### config.mk
export PLATFORM = sky130hd
export DESIGN_NAME = uart_param
export DESIGN_NICKNAME = d
export VERILOG_FILES = /design/src/rtl/uart_param.sv
export SDC_FILE = /design/constraint.sdc
export NUM_CORES = 1
export LEC_CHECK = 0
export BUFFER_PORTS_ARGS = -buffer_cell sky130_fd_sc_hd__buf_2
export CAP_MARGIN = 20
export CORE_ASPECT_RATIO = 1.25
export CORE_MARGIN = 2
export CORE_UTILIZATION = 60
export CTS_CLUSTER_DIAMETER = 80
export DETAILED_ROUTE_END_ITERATION = 6
export GPL_ROUTABILITY_DRIVEN = 0
export PLACE_DENSITY = 0.78
export SETUP_SLACK_MARGIN = 0.4
export SLEW_MARGIN = 20
export SYNTH_ARGS = -nofsm -noshare
export SYNTH_HDL_FRONTEND = slang
export SYNTH_SLANG_ARGS = --single-unit
### constraint.sdc
create_clock -name clk -period 2.95 [get_ports clk]
set_input_delay 0.1475 -clock clk [delete_from_list [all_inputs] [get_ports clk]]
set_output_delay 0.1475 -clock clk [all_outputs]
set_load 0.03 [all_outputs]
### src/rtl/uart_param.sv
// uart_param: parametrised full-duplex UART with a first-word-fall-through
// RX FIFO.
//
// Parameters: CLKFREQ/BAUD set the clocks per bit (DIV, integer, >=4),
// DATA_BITS 5..8 (sent LSB first), PARITY 0=none/1=odd/2=even,
// STOP_BITS 1..2, FIFO_DEPTH a power of two, >=2.
//
// Ports:
//   clk, resetq        clock (posedge) and asynchronous active-low reset
//   rx / tx            serial input (asynchronous) and serial output (idle high)
//   wr, tx_data, busy  TX strobe, accepted only while busy=0
//   rd, valid          RX pop strobe and FIFO-not-empty
//   rx_data, rx_ferr,  head-of-FIFO data, stop-bit error and parity error
//   rx_perr
//   overrun,           sticky "frame dropped on a full FIFO" flag and its clear
//   clr_overrun
module uart_param #(
  parameter int unsigned CLKFREQ    = 25000000,
  parameter int unsigned BAUD       = 115200,
  parameter int unsigned DATA_BITS  = 8,
  parameter int unsigned PARITY     = 0,
  parameter int unsigned STOP_BITS  = 1,
  parameter int unsigned FIFO_DEPTH = 4
) (
  input  logic                 clk,
  input  logic                 resetq,
  input  logic                 rx,
  output logic                 tx,
  input  logic                 wr,
  input  logic [DATA_BITS-1:0] tx_data,
  output logic                 busy,
  input  logic                 rd,
  output logic                 valid,
  output logic [DATA_BITS-1:0] rx_data,
  output logic                 rx_ferr,
  output logic                 rx_perr,
  output logic                 overrun,
  input  logic                 clr_overrun
);

  localparam int unsigned DIV = CLKFREQ / BAUD;
  localparam int unsigned CW  = $clog2(DIV);
  localparam int unsigned BW  = $clog2(DATA_BITS);
  localparam int unsigned AW  = $clog2(FIFO_DEPTH);
  localparam int unsigned EW  = DATA_BITS + 2;

  localparam logic [CW-1:0] CNT_BIT   = CW'(DIV - 1);
  localparam logic [CW-1:0] CNT_HALF  = CW'(DIV / 2 - 1);
  localparam logic [BW-1:0] LAST_DATA = BW'(DATA_BITS - 1);
  localparam logic [BW-1:0] LAST_STOP = BW'(STOP_BITS - 1);
  localparam logic [AW:0]   FULL_CNT  = (AW+1)'(FIFO_DEPTH);

  // ---------------------------------------------------------------- TX
  typedef enum logic [2:0] {TX_IDLE, TX_START, TX_DATA, TX_PARITY, TX_STOP} tx_state_e;

  tx_state_e            tx_state_q, tx_state_d;
  logic [CW-1:0]        tx_cnt_q, tx_cnt_d;
  logic [BW-1:0]        tx_bit_q, tx_bit_d;
  logic [DATA_BITS-1:0] tx_shift_q, tx_shift_d;
  logic                 tx_par_q, tx_par_d;

  always_ff @(posedge clk or negedge resetq) begin
    if (!resetq) begin
      tx_state_q <= TX_IDLE;
      tx_cnt_q   <= '0;
      tx_bit_q   <= '0;
      tx_shift_q <= '0;
      tx_par_q   <= 1'b0;
    end else begin
      tx_state_q <= tx_state_d;
      tx_cnt_q   <= tx_cnt_d;
      tx_bit_q   <= tx_bit_d;
      tx_shift_q <= tx_shift_d;
      tx_par_q   <= tx_par_d;
    end
  end

  // Bit counter runs DIV-1..0 in every non-idle state; state advances on 0.
  // tx_bit_q indexes data bits, then is reused to count stop bits.
  always_comb begin
    tx_state_d = tx_state_q;
    tx_cnt_d   = tx_cnt_q;
    tx_bit_d   = tx_bit_q;
    tx_shift_d = tx_shift_q;
    tx_par_d   = tx_par_q;
    if (tx_state_q == TX_IDLE) begin
      if (wr) begin
        tx_state_d = TX_START;
        tx_cnt_d   = CNT_BIT;
        tx_bit_d   = '0;
        tx_shift_d = tx_data;
        tx_par_d   = (PARITY == 1) ? ~^tx_data : ^tx_data;
      end
    end else if (tx_cnt_q != '0) begin
      tx_cnt_d = tx_cnt_q - 1'b1;
    end else begin
      tx_cnt_d = CNT_BIT;
      case (tx_state_q)
        TX_START: tx_state_d = TX_DATA;
        TX_DATA: begin
          tx_shift_d = tx_shift_q >> 1;
          if (tx_bit_q == LAST_DATA) begin
            tx_bit_d   = '0;
            tx_state_d = (PARITY != 0) ? TX_PARITY : TX_STOP;
          end else begin
            tx_bit_d = tx_bit_q + 1'b1;
          end
        end
        TX_PARITY: tx_state_d = TX_STOP;
        TX_STOP: begin
          if (tx_bit_q == LAST_STOP) tx_state_d = TX_IDLE;
          else                       tx_bit_d   = tx_bit_q + 1'b1;
        end
        default: tx_state_d = TX_IDLE;
      endcase
    end
  end

  always_comb begin
    busy = (tx_state_q != TX_IDLE);
    case (tx_state_q)
      TX_START:  tx = 1'b0;
      TX_DATA:   tx = tx_shift_q[0];
      TX_PARITY: tx = tx_par_q;
      default:   tx = 1'b1;
    endcase
  end

  // ---------------------------------------------------------------- RX
  typedef enum logic [2:0] {RX_IDLE, RX_START, RX_DATA, RX_PARITY, RX_STOP} rx_state_e;

  logic                 rx_s1_q, rx_s2_q, rx_prev_q;
  rx_state_e            rx_state_q, rx_state_d;
  logic [CW-1:0]        rx_cnt_q, rx_cnt_d;
  logic [BW-1:0]        rx_bit_q, rx_bit_d;
  logic [DATA_BITS-1:0] rx_shift_q, rx_shift_d;
  logic                 rx_pbit_q, rx_pbit_d;
  logic                 rx_push;
  logic [EW-1:0]        rx_word;

  always_ff @(posedge clk or negedge resetq) begin
    if (!resetq) begin
      rx_s1_q    <= 1'b1;
      rx_s2_q    <= 1'b1;
      rx_prev_q  <= 1'b1;
      rx_state_q <= RX_IDLE;
      rx_cnt_q   <= '0;
      rx_bit_q   <= '0;
      rx_shift_q <= '0;
      rx_pbit_q  <= 1'b0;
    end else begin
      rx_s1_q    <= rx;
      rx_s2_q    <= rx_s1_q;
      rx_prev_q  <= rx_s2_q;
      rx_state_q <= rx_state_d;
      rx_cnt_q   <= rx_cnt_d;
      rx_bit_q   <= rx_bit_d;
      rx_shift_q <= rx_shift_d;
      rx_pbit_q  <= rx_pbit_d;
    end
  end

  // Start detection needs a real 1->0 on the synchronised line, so a held-low
  // break yields one frame and nothing more until the line goes high again.
  always_comb begin
    rx_state_d = rx_state_q;
    rx_cnt_d   = rx_cnt_q;
    rx_bit_d   = rx_bit_q;
    rx_shift_d = rx_shift_q;
    rx_pbit_d  = rx_pbit_q;
    if (rx_state_q == RX_IDLE) begin
      if (rx_prev_q && !rx_s2_q) begin
        rx_state_d = RX_START;
        rx_cnt_d   = CNT_HALF;
      end
    end else if (rx_cnt_q != '0) begin
      rx_cnt_d = rx_cnt_q - 1'b1;
    end else begin
      rx_cnt_d = CNT_BIT;
      case (rx_state_q)
        RX_START: begin
          if (rx_s2_q) begin
            rx_state_d = RX_IDLE;
          end else begin
            rx_state_d = RX_DATA;
            rx_bit_d   = '0;
          end
        end
        RX_DATA: begin
          rx_shift_d = {rx_s2_q, rx_shift_q[DATA_BITS-1:1]};
          if (rx_bit_q == LAST_DATA) rx_state_d = (PARITY != 0) ? RX_PARITY : RX_STOP;
          else                       rx_bit_d   = rx_bit_q + 1'b1;
        end
        RX_PARITY: begin
          rx_pbit_d  = rx_s2_q;
          rx_state_d = RX_STOP;
        end
        default: rx_state_d = RX_IDLE;
      endcase
    end
  end

  always_comb begin
    logic par_exp;
    par_exp = (PARITY == 1) ? ~^rx_shift_q : ^rx_shift_q;
    rx_push = (rx_state_q == RX_STOP) && (rx_cnt_q == '0);
    rx_word = {(PARITY != 0) && (rx_pbit_q != par_exp), ~rx_s2_q, rx_shift_q};
  end

  // ---------------------------------------------------------------- FIFO
  logic [EW-1:0] mem_q [FIFO_DEPTH];
  logic [AW-1:0] wptr_q, wptr_d, rptr_q, rptr_d;
  logic [AW:0]   count_q, count_d;
  logic          overrun_q, overrun_d;
  logic          full, pop, do_push, drop;
  logic [EW-1:0] head;

  always_comb begin
    valid   = (count_q != '0);
    full    = (count_q == FULL_CNT);
    pop     = rd && valid;
    // A simultaneous pop frees the slot, so a full FIFO still accepts.
    do_push = rx_push && (!full || pop);
    drop    = rx_push && full && !pop;

    wptr_d    = do_push ? wptr_q + 1'b1 : wptr_q;
    rptr_d    = pop ? rptr_q + 1'b1 : rptr_q;
    count_d   = count_q;
    if (do_push && !pop)      count_d = count_q + 1'b1;
    else if (!do_push && pop) count_d = count_q - 1'b1;
    overrun_d = drop || (overrun_q && !clr_overrun);
  end

  always_ff @(posedge clk) begin
    if (do_push) mem_q[wptr_q] <= rx_word;
  end

  always_ff @(posedge clk or negedge resetq) begin
    if (!resetq) begin
      wptr_q    <= '0;
      rptr_q    <= '0;
      count_q   <= '0;
      overrun_q <= 1'b0;
    end else begin
      wptr_q    <= wptr_d;
      rptr_q    <= rptr_d;
      count_q   <= count_d;
      overrun_q <= overrun_d;
    end
  end

  always_comb begin
    head                         = valid ? mem_q[rptr_q] : '0;
    {rx_perr, rx_ferr, rx_data}  = head;
    overrun                      = overrun_q;
  end

endmodule

==> out/results.ini <==
[route]
wl_per_cell_um = 14.9
viasPerCell = 5.63
routed_wl_mm = 7.10
drtAntennaViolNets = 0
dr_total_vias = 2675
drc = 0
drtIter0Drc = 276
drtPass1Iterations = 4

[finish]
drive_gt1_share_pct = 21.0
nNetsFinal = 408
diodes = 0
syn_to_final_growth_pct = 11.4
fill_cells = 514
final_common_cell = dfrtp_1
layout_common_cells = dfrtp_1, edfxtp_1, inv_1, buf_2, nand2_1
final_util_pct = 68.8

[sta]
fin_worst_hold_slack_ps = 103
setup_tns_ps = 0
drv_slew = 0
rsz0062_at_grt = false
skew_ps = 12.1
slew_headroom_pct = 50.5
clock.fmax_mhz = 419
tightest_slew_ps = 733
period_share_pct = 80.9
setup_ws_ps = 565
hold_viol_final = 0
fin_crit_ps = 2390
setup_viol = 0

[placement]
io_buffers = 26
place_hpwl_mm = 5.05
pre_cts_ws_ps = 426

[global_routing]
antenna_found_initial = 0
grt_max_degree = 26
grt_pass1_vias = 2686
grt_usage_pct = 20.0
grt_first_pass_wirelength_mm = 12.1
overflow = 0

[clock_network]
clock_latency_ps = 360
cts_root_buf = clkbuf_8
clkSinkCount = 92
htree_levels = 3
cts_tree = built
clkTransAtPathRegs_ps = 90
cts-buffers-inserted = 9
clockBufferDepth = 2

[logic_synthesis]
ys.flop_type = dfrtp_1
synth_edf_count = 36
async_flop_share_pct = 60.9
netlist_instances = 347
synthesis.area_um2 = 4310
ys_seq_area_share_pct = 57.7
ys_types = 56
syn-num-nets = 375
yosys_warnings = 0
ys_ff_latch = 92
synth.avg_cell_area_um2 = 12.4

[power_and_ir_drop]
finalPower_mw = 3.18
irDropWorstVdd_uv = 501
cellLeakagePower_nw = 2.05
cellPowerDensity_nw_per_um2 = 662

[critical_path]
end_kind = register
start_kind = register
arrival_ps = 2670
path_delay_family = adder cells
critPathKind = reg -> reg
crit_buf_inv = 2
r2r_setup_slack_ps = 560
worstPathCellList = inv_1, ha_1, nor3b_4, nand2_2, nor3_4, ha_1, inv_1, fa_1, xor2_1, nor2_1, xor2_1
cp_max_fo = 5
max_stage_delay_ps = 400
critPathSlowestCell = dfrtp_1
crit_required_ps = 3240

[die]
floorplan.die_area_um2 = 7880
die_w_um = 79.8
ios = 28
fp.coreArea_um2 = 6980
die_h_um = 98.8
start_util_pct = 61.8
rows = 34

[job]
drv_cap = 0

[status]
status = complete, no violations

[hold_path]
hold_path_class = in -> reg

-- final cells by class --
type / instances / area [um2] / area share, %
multi-input cells: 214 / 1680 / 34.9
inverters: 28 / 105 / 2.19
flip-flops and latches: 92 / 2490 / 51.8
clock buffers: 10 / 149 / 3.10
well taps: 90 / 113 / 2.35
repair buffers: 35 / 205 / 4.27
clock inverters: 6 / 67.6 / 1.41
-- worst paths after layout --
check	from	end	depth (start not counted)
min in group asynchronous	resetq	tx_cnt_q[1]$_DFFE_PN0P_	2
max reg2reg	rx_cnt_q[0]$_DFFE_PN0P_	count_q[2]$_DFFE_PN0P_	11
max in group asynchronous	resetq	rx_s2_q$_DFF_PN1_	3
min	rd	rptr_q[1]$_DFFE_PN0N_	3
max	rx_cnt_q[0]$_DFFE_PN0P_	count_q[2]$_DFFE_PN0P_	11
min reg2reg	rx_s1_q$_DFF_PN1_	rx_s2_q$_DFF_PN1_	0
-- metal layers --
metal / vias up / GRT usage, % / part of all wire (%)
met3: 6 / 4.03 / 2.7
met1: 1318 / 26.2 / 44
li1: 1309 / - / -
met5: - / 0 / 0
met4: 0 / 8.74 / 1.5
met2: 42 / 32.6 / 52
-- state kept, by name, indices dropped and copies added (netlist names) --
signal and count:
rptr_q 2, wptr_q 2, rx_shift_q 8, tx_shift_q 8, tx_state_q 3, rx_s2_q 1, mem_q 36, count_q 3
rx_state_q 3, rx_prev_q 1, rx_cnt_q 8, rx_bit_q 3, overrun 1, tx_par_q 1, tx_cnt_q 8, tx_bit_q 3
rx_s1_q 1
-- report_power, final --
| group | internal (mW) | switching (mW) | total (mW) | leakage [nW] |
|---|---|---|---|---|
| combinational | 0.340 | 0.386 | 0.726 | 0.913 |
| clock | 0.448 | 0.444 | 0.892 | 0.106 |
| sequential | 1.40 | 0.154 | 1.56 | 1.04 |
-- kinds of logic (layout without fill, tap and decap cells) --
logic type / after synthesis / after routing / share of synthesized area, %
AND/OR/NAND/NOR: 93 / 93 / 12.3
XOR/XNOR: 13 / 13 / 2.64
other: 1 / 1 / 0.0870
buffers and inverters: 41 / 79 / 3.86
adder cells (fa/ha/maj): 14 / 14 / 4.24
multiplexers: 23 / 23 / 8.94
flip-flops: 92 / 92 / 57.7
AO/OA/AOI/OAI: 70 / 70 / 10.3
-- stage by stage --
stage,instance area (um2),cells
2_1_floorplan,4310,347
3_3_place_gp,4510,453
3_5_place_dp,4510,453
4_1_cts,4770,472
5_1_grt,4800,475
6_report,4800,475
-- worst min-delay path: cells and delay by family --
kind | cells | cell delay (ps)
buf+inv | 1 | 120
simple gates | 1 | 90
xor+xnor | 1 | 70
-- Yosys cell counts, types with 2 or more instances --
| master | count | area share, % |
|---|---|---|
| nand4_1 | 2 | 0.29 |
| nor3_1 | 4 | 0.46 |
| nor2b_1 | 2 | 0.29 |
| nor3_2 | 2 | 0.46 |
| o31ai_1 | 3 | 0.52 |
| o22ai_1 | 10 | 1.5 |
| clkbuf_1 | 10 | 0.87 |
| mux2i_1 | 4 | 0.93 |
| o41ai_1 | 4 | 0.81 |
| nor3b_1 | 5 | 0.87 |
| dfrtp_1 | 53 | 31 |
| nand3_1 | 7 | 0.81 |
| a31oi_1 | 5 | 0.73 |
| mux2_4 | 8 | 2.8 |
| nor2_1 | 13 | 1.1 |
| mux4_2 | 9 | 4.7 |
| mux2_2 | 2 | 0.52 |
| ha_1 | 13 | 3.8 |
| dfstp_2 | 3 | 1.8 |
| nand2b_1 | 4 | 0.58 |
| inv_1 | 27 | 2.4 |
| xor2_1 | 2 | 0.41 |
| o21ai_0 | 11 | 1.3 |
| nand3b_1 | 2 | 0.35 |
| xnor2_1 | 11 | 2.2 |
| o22a_1 | 3 | 0.61 |
| edfxtp_1 | 36 | 25 |
| nand2_1 | 25 | 2.2 |
| a21oi_1 | 21 | 2.4 |
| or3_1 | 5 | 0.73 |
| and2_1 | 13 | 1.9 |
| o21a_1 | 3 | 0.52 |
| nor4_4 | 2 | 0.99 |
-- repair_timing --
item                                    4_1_cts  5_1_grt
hold buffers                                  3        0
hold endpoints to repair                     16        0
resized for setup                             1        2
buffers inserted                              0        3
endpoints found under the setup margin        1        2
Note: power is estimated with default switching activity, not from simulation.
